## src/rtl/net2axis_pkt_fifo.sv

```systemverilog
// Store-and-forward AXI4-Stream packet buffer ahead of the net2axis capture sink.
// Packets become visible downstream only once complete; packets that cannot fit are dropped whole.
module net2axis_pkt_fifo #(
    parameter int unsigned C_TDATA_WIDTH = 32,
    parameter int unsigned C_DEPTH       = 16,
    parameter int unsigned C_CNT_WIDTH   = 16
) (
    input  logic                       ACLK,
    input  logic                       ARESETN,
    input  logic                       S_AXIS_TVALID,
    input  logic [C_TDATA_WIDTH-1:0]   S_AXIS_TDATA,
    input  logic [C_TDATA_WIDTH/8-1:0] S_AXIS_TKEEP,
    input  logic                       S_AXIS_TLAST,
    output logic                       S_AXIS_TREADY,
    output logic                       M_AXIS_TVALID,
    output logic [C_TDATA_WIDTH-1:0]   M_AXIS_TDATA,
    output logic [C_TDATA_WIDTH/8-1:0] M_AXIS_TKEEP,
    output logic                       M_AXIS_TLAST,
    input  logic                       M_AXIS_TREADY,
    output logic [C_CNT_WIDTH-1:0]     PKT_CNT,
    output logic [C_CNT_WIDTH-1:0]     DROP_CNT
);

    localparam int unsigned KeepW = C_TDATA_WIDTH / 8;
    localparam int unsigned AddrW = $clog2(C_DEPTH);
    localparam int unsigned PtrW  = AddrW + 1;

    typedef enum logic [0:0] {StAccept, StDrop} wr_state_e;

    wr_state_e              state_q, state_d;
    logic [PtrW-1:0]        wr_ptr_q, wr_ptr_d;
    logic [PtrW-1:0]        wr_commit_q, wr_commit_d;
    logic [PtrW-1:0]        rd_ptr_q, rd_ptr_d;
    logic [C_CNT_WIDTH-1:0] pkt_cnt_q, pkt_cnt_d;
    logic [C_CNT_WIDTH-1:0] drop_cnt_q, drop_cnt_d;
    logic                   tready_q;

    logic [C_TDATA_WIDTH-1:0] mem_data [C_DEPTH];
    logic [KeepW-1:0]         mem_keep [C_DEPTH];
    logic                     mem_last [C_DEPTH];

    logic             in_fire, full, store, commit;
    logic             out_valid, out_fire, out_last;
    logic [AddrW-1:0] wr_idx, rd_idx;

    assign wr_idx    = wr_ptr_q[AddrW-1:0];
    assign rd_idx    = rd_ptr_q[AddrW-1:0];
    assign in_fire   = S_AXIS_TVALID & tready_q;
    // Registered pointers only: a same-cycle read does not free a slot for this write.
    assign full      = (wr_ptr_q - rd_ptr_q) == PtrW'(C_DEPTH);
    assign store     = in_fire & (state_q == StAccept) & ~full;
    assign commit    = store & S_AXIS_TLAST;
    assign out_valid = rd_ptr_q != wr_commit_q;
    assign out_fire  = out_valid & M_AXIS_TREADY;
    assign out_last  = mem_last[rd_idx];

    always_comb begin
        state_d     = state_q;
        wr_ptr_d    = wr_ptr_q;
        wr_commit_d = wr_commit_q;
        rd_ptr_d    = rd_ptr_q;
        pkt_cnt_d   = pkt_cnt_q;
        drop_cnt_d  = drop_cnt_q;

        unique case (state_q)
            StAccept: begin
                if (in_fire) begin
                    if (!full) begin
                        wr_ptr_d = wr_ptr_q + PtrW'(1);
                        if (S_AXIS_TLAST) begin
                            wr_commit_d = wr_ptr_q + PtrW'(1);
                        end
                    end else begin
                        // Rewind discards the partial packet already written.
                        wr_ptr_d = wr_commit_q;
                        if (drop_cnt_q != '1) begin
                            drop_cnt_d = drop_cnt_q + C_CNT_WIDTH'(1);
                        end
                        if (!S_AXIS_TLAST) begin
                            state_d = StDrop;
                        end
                    end
                end
            end
            StDrop: begin
                if (in_fire && S_AXIS_TLAST) begin
                    state_d = StAccept;
                end
            end
            default: state_d = StAccept;
        endcase

        if (out_fire) begin
            rd_ptr_d = rd_ptr_q + PtrW'(1);
        end

        unique case ({commit, out_fire & out_last})
            2'b10:   pkt_cnt_d = pkt_cnt_q + C_CNT_WIDTH'(1);
            2'b01:   pkt_cnt_d = pkt_cnt_q - C_CNT_WIDTH'(1);
            default: pkt_cnt_d = pkt_cnt_q;
        endcase
    end

    always_ff @(posedge ACLK) begin
        if (!ARESETN) begin
            state_q     <= StAccept;
            wr_ptr_q    <= '0;
            wr_commit_q <= '0;
            rd_ptr_q    <= '0;
            pkt_cnt_q   <= '0;
            drop_cnt_q  <= '0;
            tready_q    <= 1'b0;
        end else begin
            state_q     <= state_d;
            wr_ptr_q    <= wr_ptr_d;
            wr_commit_q <= wr_commit_d;
            rd_ptr_q    <= rd_ptr_d;
            pkt_cnt_q   <= pkt_cnt_d;
            drop_cnt_q  <= drop_cnt_d;
            tready_q    <= 1'b1;
        end
    end

    always_ff @(posedge ACLK) begin
        if (store) begin
            mem_data[wr_idx] <= S_AXIS_TDATA;
            mem_keep[wr_idx] <= S_AXIS_TKEEP;
            mem_last[wr_idx] <= S_AXIS_TLAST;
        end
    end

    assign S_AXIS_TREADY = tready_q;
    assign M_AXIS_TVALID = out_valid;
    assign M_AXIS_TDATA  = mem_data[rd_idx];
    assign M_AXIS_TKEEP  = mem_keep[rd_idx];
    assign M_AXIS_TLAST  = out_last;
    assign PKT_CNT       = pkt_cnt_q;
    assign DROP_CNT      = drop_cnt_q;

endmodule
```

## config.mk

```make
export PLATFORM = sky130hd
export DESIGN_NAME = net2axis_pkt_fifo
export DESIGN_NICKNAME = d
export VERILOG_FILES = /design/src/rtl/net2axis_pkt_fifo.sv
export SDC_FILE = /design/constraint.sdc
export NUM_CORES = 1
export LEC_CHECK = 0
export ABC_AREA = 0
export ABC_CLOCK_PERIOD_IN_PS = 5000
export BUFFER_PORTS_ARGS = -buffer_cell sky130_fd_sc_hd__buf_2
export CAP_MARGIN = 20
export CORE_MARGIN = 3
export CORE_UTILIZATION = 55
export CTS_BUF_LIST = sky130_fd_sc_hd__clkbuf_4 sky130_fd_sc_hd__clkbuf_8
export DETAILED_ROUTE_END_ITERATION = 6
export PLACE_DENSITY = 0.84
export SLEW_MARGIN = 10
export SYNTH_ARGS = -nofsm -noshare
export SYNTH_HDL_FRONTEND = slang
export SYNTH_SLANG_ARGS = --single-unit
```

## constraint.sdc

```tcl
create_clock -name ACLK -period 5 [get_ports ACLK]
set_input_delay 0.5 -clock ACLK [delete_from_list [all_inputs] [get_ports ACLK]]
set_output_delay 0.5 -clock ACLK [all_outputs]
set_load 0.02 [all_outputs]
```

; ---- Word-level counts from Yosys, hierarchy flattened
; Memories as Yosys holds them, arrays and structs flattened. A register that Yosys moved wholly into a read port is not among the register bits.
; Index checks and enable logic that the tools add are counted.
[op_classes]
bitwise_logic = 8
eq_ne = 5
n_reduce_logical = 5
mux = 16
add_sub_neg = 6
[ops]
columns = op, count
row1 = "16-bit by 1-bit adder with 16-bit output, second input constant", 2
row2 = 16-bit case mux with 2 select lines, 1
row3 = 4-bit two-way mux, 6
row4 = "16-bit != test, second input constant", 1
row5 = "16-bit by 1-bit subtractor with 16-bit output, second input constant", 1
row6 = "5-bit by 1-bit adder with 5-bit output, second input constant", 2
row7 = 4-bit AND reduction, 2
row8 = 1-bit two-way mux, 7
row9 = 1-bit bitwise AND, 6
row10 = "5-bit equality test, second input constant", 1
row11 = 5-bit two-way mux, 1
row12 = 5-bit != test, 1
row13 = 5-bit subtractor, 1
row14 = "2-bit by 1-bit equality test with 1-bit output, second input constant", 1
row15 = "2-bit equality test, second input constant", 1
row16 = 1-bit NOT, 2
row17 = 1-bit case mux with 2 select lines, 1
row18 = 2-bit AND reduction, 1
row19 = 2-bit nonzero test, 1
row20 = 1-bit logical AND, 1
[word_totals]
wordCells = 50
output_inout_bits = 71
register_bits = 49
mem_bits_rw = 592
n_memories = 3
input_bits = 41
[memory_table]
columns = memory, words, word_bits, read_ports, rd_clocked_by_memory_dff, write_ports, line_no
row1 = mem_data, 16, 32, 1, 1, 1, 38  ; logic [C_TDATA_WIDTH-1:0] mem_data [C_DEPTH];
row2 = mem_keep, 16, 4, 1, 1, 1, 39  ; logic [KeepW-1:0] mem_keep [C_DEPTH];
row3 = mem_last, 16, 1, 1, 1, 1, 40  ; logic mem_last [C_DEPTH];

; ---- Longest topological paths before layout
; Gate-level depths: netlist of run 1.
[logic_depth]
ltp_word = 7
ltp_mapped = 17
ltp_nobuf = 15

; ---- Worst setup path before layout of run 1
; No wires, ideal clock.
[synth_timing]
path_kind = reg-to-reg
from = reg wr_ptr_q[0]
to = mem mem_data[15][0] (enable)
arrival_ns = 4.063
setup_slack_ns = 0.460
period_less_slack_ns = 4.540
path_stages_with_launch = 8
n_path_buf = 0
t_required_ns = 4.523
setup_ns = 0.477
cell_sequence = dfxtp_1 inv_1 ha_1 nand2b_1 mux2_2 a21oi_1 nor2_1 nor3_1
[synth_via]
elab_chain_cells = 6
[synth_rtl]
columns = element, line_no
row1 = start: declaration, 31  ; logic [PtrW-1:0] wr_ptr_q, wr_ptr_d;
row2 = start signal: assignment, 115  ; wr_ptr_q <= wr_ptr_d;
row3 = 5-bit subtractor, 50  ; assign full = (wr_ptr_q - rd_ptr_q) == PtrW'(C_DEPTH);
row4 = 5-bit equality test, 50
row5 = 1-bit NOT (no source line), n/a
row6 = 1-bit bitwise AND, 51  ; assign store = in_fire & (state_q == StAccept) & ~full;
row7 = 1-bit two-way mux, 125  ; if (store) begin
row8 = 1-bit two-way mux (implied by the code), 126  ; mem_data[wr_idx] <= S_AXIS_TDATA;
row9 = end: declaration, 38
; Several ways; a longest one is shown, not always the timed one.

==> summary.md, run 1 <==
| Metric | Value |
|---|---|
| Synth Area in Compound Gates | `0.0255` |
| Num CTS Buffers | `between 90 and 100` |
| Routed wire per std cell | `about 26 µm` |
| Largest net degree at the start of global routing | `between 60 and 70` |
| Ys flop type | `edfxtp_1` |
| First-pass GRT wire length | `approximately 83,000 µm` |
| DR pass1 iterations | `5` |
| Critical path peak fanout | `45` |
| Skew final | `around 0.017 ns` |
| RR Endpoint | `PKT_CNT[14]$_SDFFE_PN0P_` |
| Max-cap viol count | `0` |
| Delay-heaviest family, CP | `buffers and inverters` |
| Worst slew margin | `0.366` |
| Post-Synthesis Cell Area | `25,400 µm²` |
| Status | `finished clean` |
| Share of the synthesized area in the top cell type | `0.699` |
| CTS tree | `done` |
| Layout Cells excl Fill | `2,073` |
| Number of distinct library cells after synthesis | `54` |
| Max Slew Vio Count | `0` |
| Clock period minus worst slack | `roughly 4.4 ns` |
| Max stage delay on crit path | `~0.7 ns` |
| Core area | `45,600 µm²` |
| Post-Place Cells | `between 1,500 and 2,000` |
| Postcts setup bufs | `0` |
| Setup crit end kind | `output port` |
| R2R depth | `13` |
| Mean post-synth cell area | `around 21 µm²` |
| Worst Hold Launch | `S_AXIS_TVALID` |
| Unrepaired setup endpoints after global routing | `false` |
| Synth Area in Adders | `0.0131` |
| Overall power | `around 0.011 W` |
| Crit path DAT | `3.94 ns` |
| 1st-iter DRT viols | `1,536` |
| Routability Congestion | `~0.85` |
| Clock Latency Late Sink | `between 0.6 and 0.7 ns` |
| Worst r2r src | `wr_ptr_q[2]$_SDFFE_PN0P_` |
| Slew @ Worst Pin | `around 0.95 ns` |
| Sequential area share after synthesis | `0.740` |
| Std-Cell Rows | `78` |
| Yosys reg bits | `roughly 650` |
| Layout cell share with drive strength beyond 1 | `0.345` |
| Clk slew on worst S/H paths | `approximately 0.06 ns` |
| Post-DP HPWL | `approximately 31,000 µm` |
| Synth warn | `0` |
| Class of the most critical setup path | `flip-flop to output port` |
| Mux share of post-synthesis cell area | `0.168` |
| Slowest-stage cell, CP | `buf_4` |
| Largest family of logic cells by synthesized area | `multiplexers` |
| Leakage | `~9.4 nW` |
| Cells after Synth | `roughly 1,200` |
| Ys async rst share | `0` |
| DRC | `0` |
| Pwr per Cell Area | `397 nW/µm²` |
| Cell area after layout | `around 29,000 µm²` |
| Synth Area in Simple Gates | `0.0320` |
| Critical Path Stages | `6` |
| Period utilization | `0.888` |
| Initial Utilization | `0.558` |
| WP data required | `4.50 ns` |
| Clock Sinks | `645` |
| Vias in the first global route | `around 13,000` |
| Setup TNS Final | `0 ns` |
| CTS root buf | `clkbuf_8` |
| Number of I/O pins | `roughly 110` |
| Post-synth EDFFs | `roughly 590` |
| Area growth syn-to-layout | `13.0%` |
| Bufs on Longest Clock Path | `3` |
| Antenna-violating nets left | `0` |
| Synth area leader | `edfxtp_1` |
| Critical-path cell list | `buf_4, buf_4, buf_16, mux4_2, mux4_2, buf_2` |
| Final number of hold-violating endpoints | `0` |
| Vias per inst | `a little over 6` |
| GRT overflow | `0` |
| Die W | `between 200 and 250 µm` |
| XOR/XNOR share of the synthesized area | `0.00929` |
| Peak VDD IR | `about 240 µV` |
| Vias | `~13,000` |
| Worst R2R Setup Slack | `0.63 ns` |
| Final WL | `between 50,000 and 60,000 µm` |
| Setup violators final | `0` |
| Initial antenna violation count | `4` |
| PortBufs | `roughly 110` |
| Nets | `about 1,500` |
| Global Route Usage Sum | `0.227` |
| Placed inst area | `26,800 µm²` |
| H-tree lvl count | `3` |
| Max Freq | `0.225 GHz` |
| Ranking of synthesized cells by area | `edfxtp_1, mux4_2, dfxtp_1, ha_1, nor2_1` |
| Chip Height | `221 µm` |
| Crit path to | `M_AXIS_TDATA[0]` |
| Syn Nets | `1,275` |
| Hold crit path type | `primary input to flip-flop` |
| Die ar. | `48,900 µm²` |
| Number of buffers and inverters on the critical path | `4` |
| Startpoint Class | `flip-flop` |
worst min path at each step:
stage	endpoint	slack (ns)	cells past startpoint
2_1_floorplan	wr_ptr_q[1]$_SDFFE_PN0P_	0.48	2
4_1_cts	state_q$_SDFF_PN0_	0.03	2
5_1_grt	state_q$_SDFF_PN0_	0.08	2
6_report	state_q$_SDFF_PN0_	0.08	2
3_3_place_gp	PKT_CNT[15]$_SDFFE_PN0P_	0.46	2
3_5_place_dp	PKT_CNT[15]$_SDFFE_PN0P_	0.47	2
cell families (layout without fill, tap and decap cells):
logic type / Yosys count / in the layout
simple gates: 145 / 145
compound gates: 97 / 97
other cells: 0 / 2
mux: 195 / 195
buf+inv: 73 / 336
fa+ha+maj: 26 / 26
xor+xnor: 27 / 27
flops: 645 / 645
metal layers:
layer  vias to the layer above  GRT usage  routed length (µm)
met2                       671      0.375               28100
met3                        99     0.0470                4770
li1                       5464          -                   -
met1                      6689      0.306               20600
met5                         -          0                  24
met4                         4     0.0794                1340
synthesized netlist by cell type (3+ instances only):
| library cell | instances |
|---|---|
| edfxtp_1 | 592 |
| mux4_2 | 185 |
| dfxtp_1 | 53 |
| nor2_1 | 40 |
| clkbuf_1 | 28 |
| a21oi_1 | 27 |
| ha_1 | 25 |
| buf_2 | 22 |
| nand2_1 | 20 |
| o21ai_0 | 18 |
| xnor2_1 | 17 |
| and3_1 | 14 |
| inv_1 | 14 |
| nand3_1 | 14 |
| a21o_1 | 11 |
| xor2_1 | 10 |
| mux2i_1 | 9 |
| nand2b_1 | 9 |
| and2_1 | 8 |
| and4b_1 | 8 |
| a211oi_1 | 7 |
| and4_1 | 7 |
| buf_1 | 7 |
| nand4_1 | 6 |
| or3_1 | 6 |
| a31oi_1 | 5 |
| a311oi_1 | 3 |
| nand4b_1 | 3 |
| o211ai_1 | 3 |
| o21bai_1 | 3 |
| o31ai_1 | 3 |
through the flow:
| step | hold WS (ns) | util | worst slack, ns |
|---|---|---|---|
| final | 0.0778 | 0.631 | 0.562 |
| after global routing | 0.0770 | 0.631 | 0.208 |
| after CTS | 0.0287 | 0.630 | 0.193 |
| after detailed placement | 0.468 | 0.588 | 0.514 |
| after global placement | 0.459 | 0.588 | 0.693 |
| after floorplan | 0.479 | - | 0.460 |
state kept, by name (all words and copies together) (netlist names), named ones only:
name,flops
state_q,1
DROP_CNT,16
mem_keep,64
PKT_CNT,16
rd_ptr_q,5
S_AXIS_TREADY,1
mem_last,16
wr_commit_q,5
mem_data,512
wr_ptr_q,5
worst reg2reg max path, stage by stage (launching register included):
cell      delay [ns]
dfxtp_1         0.60
ha_1            0.35
mux2_2          0.29
a21oi_1         0.32
o211a_1         0.36
inv_1           0.09
ha_2            0.32
fa_1            0.44
a21o_1          0.19
a21oi_1         0.24
o21ai_0         0.27
a221oi_1        0.44
xor2_1          0.12
a211oi_1        0.25
final cells by class:
class	instances	area [µm²]
multi-input combinational	490	6330
clock inverter	45	255
inverter	14	52.6
fill	2926	16800
sequential	645	18900
tap	600	751
antenna	2	5.00
timing repair buffer	143	861
clock buffer	134	1660
layout by cell type, fill, tap and decap left out, types with 3 or more instances in the layout:
cell	n
a211oi_1	7
a21o_1	11
a21oi_1	27
a311oi_1	3
a31oi_1	5
and2_1	8
and3_1	10
and3_2	4
and4_1	4
and4_2	3
and4b_2	8
buf_2	111
buf_4	28
clkbuf_4	30
clkbuf_8	104
clkinv_1	25
clkinv_2	14
dfxtp_1	49
dfxtp_4	3
edfxtp_1	592
ha_1	24
inv_1	14
mux2i_1	9
mux4_2	185
nand2_1	20
nand2b_1	9
nand3_1	14
nand4_1	6
nand4b_1	3
nor2_1	40
o211ai_1	3
o21ai_0	18
o21bai_1	3
o31ai_1	3
or3_1	6
xnor2_1	17
xor2_1	10
power breakdown:
| part | internal [W] | switching, W | total [W] |
|---|---|---|---|
| Combinational | 0.000614 | 0.000675 | 0.00129 |
| Sequential | 0.00594 | 0.0000377 | 0.00598 |
| Clock | 0.00221 | 0.00195 | 0.00416 |
timing repair:
| action | in CTS | in global routing |
|---|---|---|
| hold buffers | 0 | 0 |
| endpoints found under the setup margin | 0 | 1 |
| resized for setup | 0 | 1 |
(Power assumes the default switching activity.)
==> run 2, diff against run 1 <==
- ABC_CLOCK_PERIOD_IN_PS: 5000 -> 4000
- PLACE_DENSITY: 0.84 -> 0.87
- clock period: 5 -> 4 ns (I/O delays scaled with it)
==> run 2 against run 1 <==
- flip-flop and latch count did not move
- first-iteration DRC count shrank 16%
- routed wire length grew 3.5%
- total power rose by 28%
- non-clock buffer count is 12 higher
- critical path depth increased by 10
- core utilization rose by 0.70 points
- clock power grew 31%
- worst setup slack worse by 0.36 ns
- sequential share of layout area shrank 0.72 points
- clock skew increased by 0.0084 ns
==> summary.md, run 2 (synthesis gave the netlist of run 1 again) <==
| Metric | Value |
|---|---|
| R2R depth | `16` |
| Vias | `between 10,000 and 15,000` |
| Final number of hold-violating endpoints | `0` |
| Critical-path cell list | `inv_1, ha_1, nor2_1, xnor2_1, nand3_1, o211a_1, inv_1, ha_2, buf_6, ha_1, a21o_1, a21o_1, a21o_1, a221oi_1, xor2_1, a211oi_1` |
| Bufs on Longest Clock Path | `3` |
| Slew @ Worst Pin | `just under 1 ns` |
| CTS tree | `done` |
| Vias in the first global route | `around 14,000` |
| Area growth syn-to-layout | `14.3%` |
| Period utilization | `0.949` |
| Nets | `roughly 1,500` |
| Final WL | `about 57,000 µm` |
| Crit path DAT | `about 4.4 ns` |
| Worst slew margin | `0.352` |
| Class of the most critical setup path | `flip-flop to flip-flop` |
| PortBufs | `around 110` |
| Worst R2R Setup Slack | `roughly 0.2 ns` |
| Skew final | `roughly 0.025 ns` |
| Commonest cells after routing, fill and taps aside | `edfxtp_1, mux4_2, buf_2` |
| Num CTS Buffers | `about 100` |
| Finished Core Util | `0.638` |
| Worst Hold Launch | `S_AXIS_TDATA[5]` |
| Layout cell share with drive strength beyond 1 | `0.352` |
| Vias per inst | `around 6.2` |
| Commonest non-fill, non-tap cell in the layout | `edfxtp_1` |
| Regs by FF count | `mem_data (512), mem_keep (64)` |
| Hold Path Sink | `mem_data[6][5]$_DFFE_PP_` |
| Core area | `roughly 46,000 µm²` |
| CTS root buf | `clkbuf_8` |
| Slowest-stage cell, CP | `dfxtp_1` |
| Max stage delay on crit path | `0.39 ns` |
| Clock Sinks | `~650` |
| Max Freq | `about 0.26 GHz` |
| Hold crit path type | `primary input to flip-flop` |
| Max reg flops | `between 500 and 600` |
| Max-cap viol count | `0` |
| First-pass GRT wire length | `about 84,000 µm` |
| Setup crit end kind | `flip-flop` |
| Routability Congestion | `roughly 0.79` |
| Chip Height | `between 200 and 250 µm` |
| DR pass1 iterations | `5` |
| Status | `finished clean` |
| Largest net degree at the start of global routing | `between 100 and 150` |
| Std-Cell Rows | `78` |
| Number of I/O pins | `around 110` |
| Die ar. | `around 49,000 µm²` |
| Peak VDD IR | `about 320 µV` |
| Die W | `221 µm` |
| Clock Latency Late Sink | `between 0.6 and 0.7 ns` |
| Worst r2r src | `rd_ptr_q[3]$_SDFFE_PN0N_` |
| Clk slew on worst S/H paths | `roughly 0.070 ns` |
| H-tree lvl count | `3` |
| Post-DP HPWL | `roughly 30,000 µm` |
| Antenna-violating nets left | `0` |
| Critical path peak fanout | `13` |
| Setup TNS Final | `0 ns` |
| Initial antenna violation count | `2` |
| Most used cell, CP | `a21o_1` |
| WP data required | `between 4 and 5 ns` |
| Clock period minus worst slack | `approximately 3.8 ns` |
| Global Route Usage Sum | `0.231` |
| Postcts setup bufs | `0` |
| DRC | `0` |
| 1st-iter DRT viols | `between 1,000 and 1,500` |
| Startpoint Class | `flip-flop` |
| RR Endpoint | `PKT_CNT[14]$_SDFFE_PN0P_` |
| Routed wire per std cell | `around 27 µm` |
| Initial Utilization | `0.558` |
| Max Slew Vio Count | `0` |
| Leakage | `approximately 9.5 nW` |
| Hold Path Cell Cnt | `1` |
| GRT overflow | `0` |
| Pwr per Cell Area | `about 500 nW/µm²` |
| Setup violators final | `0` |
| Unrepaired setup endpoints after global routing | `false` |
| Largest reg by FF count | `mem_data` |
-- run 2: report_power, final --
part           internal (W)  switching [W]  leakage (nW)
sequential          0.00742      0.0000462          5.77
combinational      0.000794       0.000865          2.68
clock               0.00301        0.00244          1.07
total                0.0112        0.00335          9.51
-- run 2: repair_timing --
| item | CTS | global route |
|---|---|---|
| setup endpoints to repair | 14 | 28 |
| gates resized for setup | 1 | 5 |
| hold endpoints to repair | 1 | 0 |
| hold buffers | 1 | 0 |
| gates cloned | 0 | 1 |
-- run 2: how the worst max path moves through the flow --
stage	from	to	slack, ns	cells past startpoint
after floorplan	flip-flop	PKT_CNT[12]$_SDFFE_PN0P_	0.07	13
after global placement	flip-flop	M_AXIS_TDATA[31]	0.23	5
after detailed placement	flip-flop	PKT_CNT[13]$_SDFFE_PN0P_	0.005	13
after CTS	flip-flop	M_AXIS_TKEEP[3]	0.08	4
after global routing	rd_ptr_q[3]$_SDFFE_PN0N_	PKT_CNT[14]$_SDFFE_PN0P_	0.02	16
final	rd_ptr_q[3]$_SDFFE_PN0N_	PKT_CNT[14]$_SDFFE_PN0P_	0.20	16
-- run 2: final cells by class --
| type | count | area (µm²) |
|---|---|---|
| timing repair buffer | 155 | 1070 |
| antenna | 1 | 2.50 |
| tap | 600 | 751 |
| clock inverter | 43 | 298 |
| clock buffer | 140 | 1710 |
| inverter | 14 | 52.6 |
| sequential | 645 | 18900 |
| multi-input combinational | 490 | 6340 |
| fill | 2848 | 16500 |
-- run 2: layer usage --
layer | vias up | routed length [µm] | track usage
met1 | 6652 | 21500 | 0.309
met5 | - | 27 | 0
met3 | 104 | 4950 | 0.0520
li1 | 5477 | - | -
met4 | 4 | 1540 | 0.0804
met2 | 701 | 28700 | 0.383
-- run 2: worst max-delay path: cells and delay by family, from the launching register on --
family / cells / cell delay (ns)
adder cells (fa/ha/maj): 3 / 0.87
XOR/XNOR: 2 / 0.30
AND/OR/NAND/NOR: 2 / 0.34
flip-flops: 1 / 0.39
buffers and inverters: 3 / 0.34
AO/OA/AOI/OAI: 6 / 1.44
-- run 2: per-stage QoR --
stage | power, W | setup slack [ns] | cells | cell area (µm²) | hold slack, ns
6_report | 0.0146 | 0.203 | 2088 | 29100 | 0.108
5_1_grt | 0.0151 | 0.0205 | 2087 | 29100 | 0.0766
2_1_floorplan | 0.00879 | 0.0684 | 1208 | 25500 | 0.428
3_3_place_gp | 0.00918 | 0.235 | 1901 | 27000 | 0.462
3_5_place_dp | 0.00924 | 0.00536 | 1901 | 27000 | 0.469
4_1_cts | 0.0147 | 0.0770 | 2084 | 29000 | 0.0422
==> run 3, diff against run 2 <==
- ABC_CLOCK_PERIOD_IN_PS: 4000 -> 3900
- CTS_BUF_LIST: sky130_fd_sc_hd__clkbuf_4 sky130_fd_sc_hd__clkbuf_8 -> not set
- PLACE_DENSITY: 0.87 -> 0.84
- clock period: 4 -> 3.9 ns (I/O delays scaled with it)
==> run 3 against run 2 <==
- first-iteration DRC count shrank 0.78%
- sequential power grew 3%
- highest routed layer unchanged
- die area is the same
- worst hold slack gained 0.010 ns
- critical path depth shrank 1
- critical path type unchanged
- non-clock buffer count grew 7
==> summary.md, run 3 (synthesis gave the netlist of run 1 again) <==
| Metric | Value |
|---|---|
| Final WL | `about 57,000 µm` |
| Clock period minus worst slack | `between 3 and 4 ns` |
| Layout Cells excl Fill | `about 2,000` |
| Class of the most critical setup path | `flip-flop to flip-flop` |
| Peak VDD IR | `between 300 and 400 µV` |
| Vias | `12,900` |
| Clock Latency Late Sink | `0.64 ns` |
| DR pass1 iterations | `5` |
| Initial antenna violation count | `6` |
| Sw frac | `0.227` |
| Design internal power | `0.0118 W` |
| Largest net degree at the start of global routing | `approximately 120` |
| Sequential share of power | `0.502` |
| Max-cap viol count | `0` |
| H-tree lvl count | `2` |
| GRT overflow | `0` |
| Leakage | `between 9 and 10 nW` |
| WP data required | `around 4.4 ns` |
| Routability Congestion | `0.890` |
| Vias in the first global route | `around 13,000` |
| Vias per inst | `6.35` |
| Routed wire per std cell | `around 28 µm` |
| Final number of hold-violating endpoints | `0` |
| Crit path DAT | `about 4.3 ns` |
| Post-DP HPWL | `roughly 30,000 µm` |
| Die W | `between 200 and 250 µm` |
| First-pass GRT wire length | `between 80,000 and 90,000 µm` |
| Slew @ Worst Pin | `a little over 1 ns` |
| Clock Sinks | `~650` |
| Pwr per Cell Area | `~520 nW/µm²` |
| Setup violators final | `0` |
| Startpoint Class | `flip-flop` |
| CTS root buf | `clkbuf_16` |
| Critical path peak fanout | `10` |
| Nets | `roughly 1,400` |
| Antenna-violating nets left | `0` |
| Post-Place Cells | `between 1,500 and 2,000` |
| Overall power | `0.0153 W` |
| Max reg flops | `512` |
| Max Freq | `~0.27 GHz` |
| Clk slew on worst S/H paths | `approximately 0.070 ns` |
| Postcts setup bufs | `0` |
| Hold crit path type | `primary input to flip-flop` |
| Status | `finished clean` |
| Logic pwr share | `0.111` |
| Bufs on Longest Clock Path | `3` |
| Initial Utilization | `0.558` |
| Num CTS Buffers | `61` |
| Regs by FF count | `mem_data (512), mem_keep (64)` |
| Setup crit end kind | `flip-flop` |
| Area growth syn-to-layout | `14.5%` |
| Core area | `roughly 46,000 µm²` |
| Period utilization | `0.960` |
| Switching Power | `~0.0035 W` |
| Finished Core Util | `0.639` |
| Skew final | `approximately 0.038 ns` |
| Worst slew margin | `0.326` |
| Global Route Usage Sum | `0.235` |
| Setup TNS Final | `0 ns` |
| Std-Cell Rows | `78` |
| Chip Height | `221 µm` |
| Number of I/O pins | `112` |
| CTS tree | `done` |
| Max Slew Vio Count | `0` |
| PortBufs | `111` |
| 1st-iter DRT viols | `about 1,300` |
| Largest reg by FF count | `mem_data` |
| Commonest non-fill, non-tap cell in the layout | `edfxtp_1` |
| Commonest cells after routing, fill and taps aside | `edfxtp_1, mux4_2, buf_2` |
| Die ar. | `48,900 µm²` |
| Clock network power share | `0.388` |
| Layout cell share with drive strength beyond 1 | `0.330` |
| Hold slack final | `roughly 0.12 ns` |
| DRC | `0` |
## run 3: cell types whose count changed in the layout (fill, tap and decap cells not counted), moves of 2 or more
cell / delta
clkbuf_1: +15
clkbuf_16: +60
clkinvlp_4: +2
buf_4: +7
clkinv_2: +5
clkbuf_8: -103
buf_12: +2
clkbuf_4: -35
bufinv_16: +3
buf_16: -2
o21ai_1: -2
clkinv_1: -18
## run 3: power by group through the flow
| stage | clock (W) | sequential [W] | combinational, W |
|---|---|---|---|
| after floorplan | 0 | 0.00781 | 0.00121 |
| after global placement | 0 | 0.00780 | 0.00163 |
| after detailed placement | 0 | 0.00780 | 0.00167 |
| after CTS | 0.00601 | 0.00766 | 0.00170 |
| after global routing | 0.00625 | 0.00766 | 0.00182 |
| final | 0.00592 | 0.00766 | 0.00169 |
## run 3: final timing paths
path | startpoint | end | slack (ns) | cells after the start
max | rd_ptr_q[3]$_SDFFE_PN0N_ | PKT_CNT[14]$_SDFFE_PN0P_ | 0.16 | 15
min | S_AXIS_TDATA[21] | mem_data[6][21]$_DFFE_PP_ | 0.12 | 1
max reg2reg | rd_ptr_q[3]$_SDFFE_PN0N_ | PKT_CNT[14]$_SDFFE_PN0P_ | 0.16 | 15
min reg2reg | PKT_CNT[15]$_SDFFE_PN0P_ | PKT_CNT[15]$_SDFFE_PN0P_ | 0.48 | 2
## run 3: worst max-delay path: stages, from the launching register on
cell	delay, ns
dfxtp_1	0.38
inv_1	0.08
ha_1	0.36
nor4_2	0.47
a21oi_2	0.12
o211a_1	0.25
inv_1	0.10
ha_4	0.20
buf_4	0.20
ha_1	0.27
a21o_1	0.18
a21o_1	0.17
a21o_1	0.21
a221oi_1	0.34
xor2_1	0.10
a211oi_1	0.22
## run 3: what timing repair did
| action | CTS | global route |
|---|---|---|
| setup endpoints to repair | 17 | 7 |
| hold buffers | 1 | 0 |
| endpoints found under the hold margin | 1 | 0 |
| gates resized for setup | 2 | 10 |
## run 3: per-layer routing
layer  wire [µm]  track usage  vias up
met5          55            0        -
met4        1450       0.0694        8
met3        4930       0.0574      112
met2       29600        0.398      640
met1       21300        0.306     6732
li1            -            -     5391
## run 3: final cells by class
| cell class | count | area (µm²) |
|---|---|---|
| Inverter | 14 | 52.6 |
| Tap cell | 600 | 751 |
| Clock buffer | 78 | 1610 |
| Fill cell | 2909 | 16400 |
| Timing Repair Buffer | 162 | 1100 |
| Multi-Input combinational cell | 490 | 6370 |
| Antenna cell | 2 | 5.00 |
| Clock inverter | 37 | 403 |
| Sequential cell | 645 | 18900 |
## run 3: per-stage QoR
step           instance area (µm²)  worst slack (ns)
2_1_floorplan                25500            0.0975
3_3_place_gp                 27100             0.205
3_5_place_dp                 27100             0.101
4_1_cts                      29100            0.0896
5_1_grt                      29100           -0.0353
6_report                     29100             0.156
